[config.mk]
export PLATFORM = sky130hd
export DESIGN_NAME = clk_div_multi
export DESIGN_NICKNAME = d
export VERILOG_FILES = /design/src/rtl/clk_div_multi.sv
export SDC_FILE = /design/constraint.sdc
export NUM_CORES = 1
export LEC_CHECK = 0
export CAP_MARGIN = 20
export CELL_PAD_IN_SITES_DETAIL_PLACEMENT = 1
export CELL_PAD_IN_SITES_GLOBAL_PLACEMENT = 1
export CORE_UTILIZATION = 40
export DETAILED_ROUTE_END_ITERATION = 8
export DONT_BUFFER_PORTS = 1
export GPL_TIMING_DRIVEN = 0
export PLACE_DENSITY = 0.73
export SLEW_MARGIN = 20
export SYNTH_ARGS = -nofsm -noshare
export SYNTH_HDL_FRONTEND = slang
export SYNTH_SLANG_ARGS = --single-unit
[constraint.sdc]
create_clock -name clk_in -period 4.51 [get_ports clk_in]
set_input_delay 0.451 -clock clk_in [delete_from_list [all_inputs] [get_ports clk_in]]
set_output_delay 0.451 -clock clk_in [all_outputs]
set_load 0.03 [all_outputs]
[src/rtl/clk_div_multi.sv]
// clk_div_multi: NCH programmable clock-enable dividers; optional CLK_DIV_MULTI_PHASE_SYNC_EN adds sync input
module clk_div_multi #(
    parameter int NCH     = 2,
    parameter int W       = 27,
    parameter int DEF_DIV = 125000000
) (
    input  logic             clk_in,
    input  logic             rst_n,
`ifdef CLK_DIV_MULTI_PHASE_SYNC_EN
    input  logic             sync,
`endif
    input  logic [NCH-1:0]   en,
    input  logic [NCH-1:0]   load,
    input  logic [NCH*W-1:0] div_val,
    output logic [NCH-1:0]   tick,
    output logic [NCH-1:0]   clk_out,
    output logic [NCH-1:0]   busy
);
    localparam logic [W-1:0] DEF = W'(DEF_DIV);
    for (genvar i = 0; i < NCH; i++) begin : g_ch
        logic [W-1:0] cnt_q, cnt_d, act_q, act_d, pend_q, pend_d;
        logic         tick_q, tick_d, clk_q, clk_d, busy_q, busy_d;
        logic [W-1:0] val, eff, eff_new;
        logic         term;
        assign val     = div_val[i*W +: W];
        assign eff     = (act_q < W'(2)) ? W'(1) : act_q;
        assign eff_new = (val < W'(2)) ? W'(1) : val;
        assign term    = cnt_q == eff - W'(1);
        // next state: period boundary swaps in pending divisor; idle loads apply directly
        always_comb begin
            cnt_d  = cnt_q;
            act_d  = act_q;
            pend_d = pend_q;
            tick_d = 1'b0;
            clk_d  = clk_q;
            busy_d = busy_q;
            if (en[i]) begin
                if (term) begin
                    cnt_d  = '0;
                    tick_d = 1'b1;
                    clk_d  = ~clk_q;
                    act_d  = load[i] ? val : pend_q;
                    pend_d = act_d;
                    busy_d = 1'b0;
                end else begin
                    cnt_d  = cnt_q + W'(1);
                    pend_d = load[i] ? val : pend_q;
                    busy_d = load[i] | busy_q;
                end
            end else if (load[i]) begin
                act_d  = val;
                pend_d = val;
                busy_d = 1'b0;
                cnt_d  = (cnt_q >= eff_new) ? '0 : cnt_q;
            end
`ifdef CLK_DIV_MULTI_PHASE_SYNC_EN
            if (sync) begin
                cnt_d  = '0;
                tick_d = 1'b0;
                clk_d  = 1'b0;
                act_d  = load[i] ? val : pend_q;
                pend_d = act_d;
                busy_d = 1'b0;
            end
`endif
        end
        // channel state registers
        always_ff @(posedge clk_in) begin
            if (!rst_n) begin
                cnt_q  <= '0;
                act_q  <= DEF;
                pend_q <= DEF;
                tick_q <= 1'b0;
                clk_q  <= 1'b0;
                busy_q <= 1'b0;
            end else begin
                cnt_q  <= cnt_d;
                act_q  <= act_d;
                pend_q <= pend_d;
                tick_q <= tick_d;
                clk_q  <= clk_d;
                busy_q <= busy_d;
            end
        end
        assign tick[i]    = tick_q;
        assign clk_out[i] = clk_q;
        assign busy[i]    = busy_q;
    end
endmodule

==> flow_summary_export.csv <==
group,metric,value,unit
power,worst_ir_drop_vdd,247.6,uV
logic_synthesis,yosysWarnings,0,
global_routing,grt_pass1_wl,63740,um
power,clockPowerShare,44.6,%
cts,hold_buffers,0,
sta,slew-limit-headroom,26.97,%
critical_path,crit_cells,15,
logic_synthesis,synth-seq-cells,168,
floorplan,core.rowCount,61,
global_routing,grt_pass1_vias,11177,
sta,fmax,222.0,MHz
power,p_leak,5.146,nW
power,p_sw,1.120,mW
critical_path,cp_slowest_stage_delay,0.51,ns
power,switching_share,29.67,%
sta,slew_violations,0,
detailed_routing,wire_per_inst,22.43,um
power,pwr-share-seq,42.8,%
min_path,holdPathStages,2,
sta,fin_crit_sh,99.87,%
logic_synthesis,syn_area_per_cell,7.995,sq um
cts,clockRootBuffer,"clkbuf_16",
placement,place.port_buffers,0,
detailed_routing,final_antenna_net_count,0,
power,total_power,3.775,mW
job,maxCapViolCount,0,
placement,gp_congestion,0.9653,
sta,final-hold-violation-count,0,
critical_path,r2r_cells,15,
logic_synthesis,synthTopCellsByCount,"dfxtp_1, nand2_1, nor2_1",
logic_synthesis,synth_cell_types,79,
min_path,hp-class,"in2reg",
logic_synthesis,ys_seq_area_share,29.71,%
power,intPower,2.655,mW
critical_path,path_cells,"nor4_1, and4b_1, a31oi_2, ha_2, or4b_4, or4_1, buf_2, nor4_2, mux2_1, nand2_2, nor4b_4, a21oi_4, buf_6, mux2i_1, nand2_1",
cts,cts_sinks,168,
outcome,outcome,"finished, final reports clean",
cts,path_clk_slew,0.08,ns
critical_path,slowest_stage,"or4b_4",
critical_path,critPathTopFamily,"simple AND/OR/NAND/NOR gates",
logic_synthesis,synthTopCellsByArea,"dfxtp_1, mux2i_1, ha_1",
cells_and_area,final-seq-area,3387,sq um
cts,clk_latency,0.44,ns
cts,cts_max_path_buffers,2,
cells_and_area,stdcell_count,1824,
floorplan,die-area,28980,sq um
critical_path,crit_path_end_kind,"flop",
floorplan,die_w,170.2,um
logic_synthesis,synthArstFlopShare,0,%
floorplan,io_pins,66,
logic_synthesis,syn_nets,1534,
cells_and_area,layout-drive-gt1-share,9.418,%
critical_path,crit_buf_inv,2,
cts,htreeDepth,4,
critical_path,required,4.82,ns
global_routing,grt_overflow,0,
cells_and_area,fin_util,45.37,%
detailed_routing,wirelength,40920,um
placement,dpl.hpwl,31620,um
floorplan,initial_core_util,40.75,%
cells_and_area,syn_to_final_growth,11.34,%
cts,cts_buffers,17,
logic_synthesis,synthFlopType,"dfxtp_1",
detailed_routing,first_pass_iters,4,
sta,fin_crit,4.504,ns
detailed_routing,vias_per_cell,5.996,
sta,worst_pin_slew,1.085,ns
logic_synthesis,synth_edf_count,0,
detailed_routing,vias,10937,
detailed_routing,drt-initial-drc-count,579,
cells_and_area,fin_nets,1549,
floorplan,coreArea,27780,sq um
critical_path,worstPathMaxFanout,10,
sta,setup_viol,0,
floorplan,die_h,170.2,um
critical_path,crit_type,"reg2reg",
detailed_routing,drc,0,
placement,placed_cells,1794,
power,comb_power_share,12.5,%
logic_synthesis,postSynthCellCount,1416,
logic_synthesis,synth_top_cell_by_area,"dfxtp_1",
logic_synthesis,syn_area,11320,sq um
cts,cts_tree,"yes",
critical_path,start_kind,"flop",
global_routing,grtUsageTotal,28.93,%
critical_path,cp.arrival,4.82,ns
sta,fin_skew,0.01266,ns
logic_synthesis,synth_most_common_cell,"dfxtp_1",
cells_and_area,multiInputGateArea,7365,sq um
cells_and_area,fillers,3383,
global_routing,antenna_found_initial,2,
logic_synthesis,synth_top_area_share,29.71,%
power,power_density,299.5,nW/um^2
global_routing,grt_max_degree,19,
==> repair_timing <==
item                       CTS  global route
buffers inserted             2             2
setup endpoints to repair  106           105
pin swaps                    2             4
resized for setup           15            33
==> cells by family after synthesis <==
kind of cell | Yosys count | share of synthesized area [%]
compound gates | 274 | 17.40
xor+xnor | 84 | 6.499
fa+ha+maj | 58 | 6.410
buf+inv | 164 | 6.112
flops | 168 | 29.71
mux | 87 | 7.737
simple gates | 581 | 26.14
==> cells in the final DEF (no fill, tap or decap), drive strengths merged, types with 52 or more instances in the layout <==
| cell | instances |
|---|---|
| nor2 | 129 |
| a21oi | 60 |
| nand3 | 71 |
| ha | 58 |
| mux2i | 83 |
| dfxtp | 168 |
| clkbuf | 65 |
| o21ai | 52 |
| nand2 | 141 |
| inv | 76 |
==> through the flow <==
step           instance area, sq um  hold slack (ns)  TNS (ns)  setup WS (ns)
5_1_grt                       12600           0.1333    -1.139       -0.07542
3_5_place_dp                  11800           0.4599    -25.98        -0.3728
2_1_floorplan                 11320           0.4420         0         0.4458
3_3_place_gp                  11790           0.4557    -22.82        -0.4435
6_report                      12600           0.1355         0       0.005696
4_1_cts                       12520           0.1264         0        0.01076
==> routing by layer <==
metal | share of wire (%) | vias up | track usage (%) | routed length (um)
met5 | 0 | - | 0 | 0
met4 | 4.4 | 0 | 13.75 | 1805
met3 | 4.1 | 100 | 5.023 | 1664
met2 | 50 | 262 | 52.16 | 20570
met1 | 41 | 5439 | 32.90 | 16880
li1 | - | 5136 | - | -
==> final cells by class <==
| cell class | instances | share of cell area, % |
|---|---|---|
| clock inverters | 14 | 1.836 |
| repair buffers | 4 | 0.2382 |
| multi-input cells | 1084 | 58.43 |
| diodes | 2 | 0.03971 |
| flip-flops and latches | 168 | 26.87 |
| clock buffers | 18 | 3.484 |
| plain buffers | 85 | 3.236 |
| well taps | 378 | 3.752 |
| inverters | 71 | 2.114 |
==> power groups by stage <==
stage	combinational [mW]	clock, mW	sequential [mW]
4_1_cts	0.467	1.70	1.61
2_1_floorplan	0.345	0	1.61
3_3_place_gp	0.451	0	1.63
3_5_place_dp	0.466	0	1.64
6_report	0.473	1.69	1.62
5_1_grt	0.521	1.77	1.62
==> path summary, 6_finish.rpt <==
| check | slack [ns] | end | from |
|---|---|---|---|
| worst max-delay path | 0.006 | g_ch[1].act_q[25] | g_ch[1].act_q[10] |
| worst min-delay path | 0.14 | g_ch[0].pend_q[21] | div_val[21] |
| worst max register to register | 0.006 | g_ch[1].act_q[25] | g_ch[1].act_q[10] |
| worst min register to register | 0.48 | g_ch[1].pend_q[11] | g_ch[1].pend_q[11] |
==> sequential cells by signal, indices dropped and copies added, names as in the netlist <==
signal       cells
g_ch.act_q      54
g_ch.cnt_q      54
g_ch.pend_q     54
g_ch.busy_q      2
g_ch.clk_q       2
g_ch.tick_q      2
(Power assumes the default switching activity.)
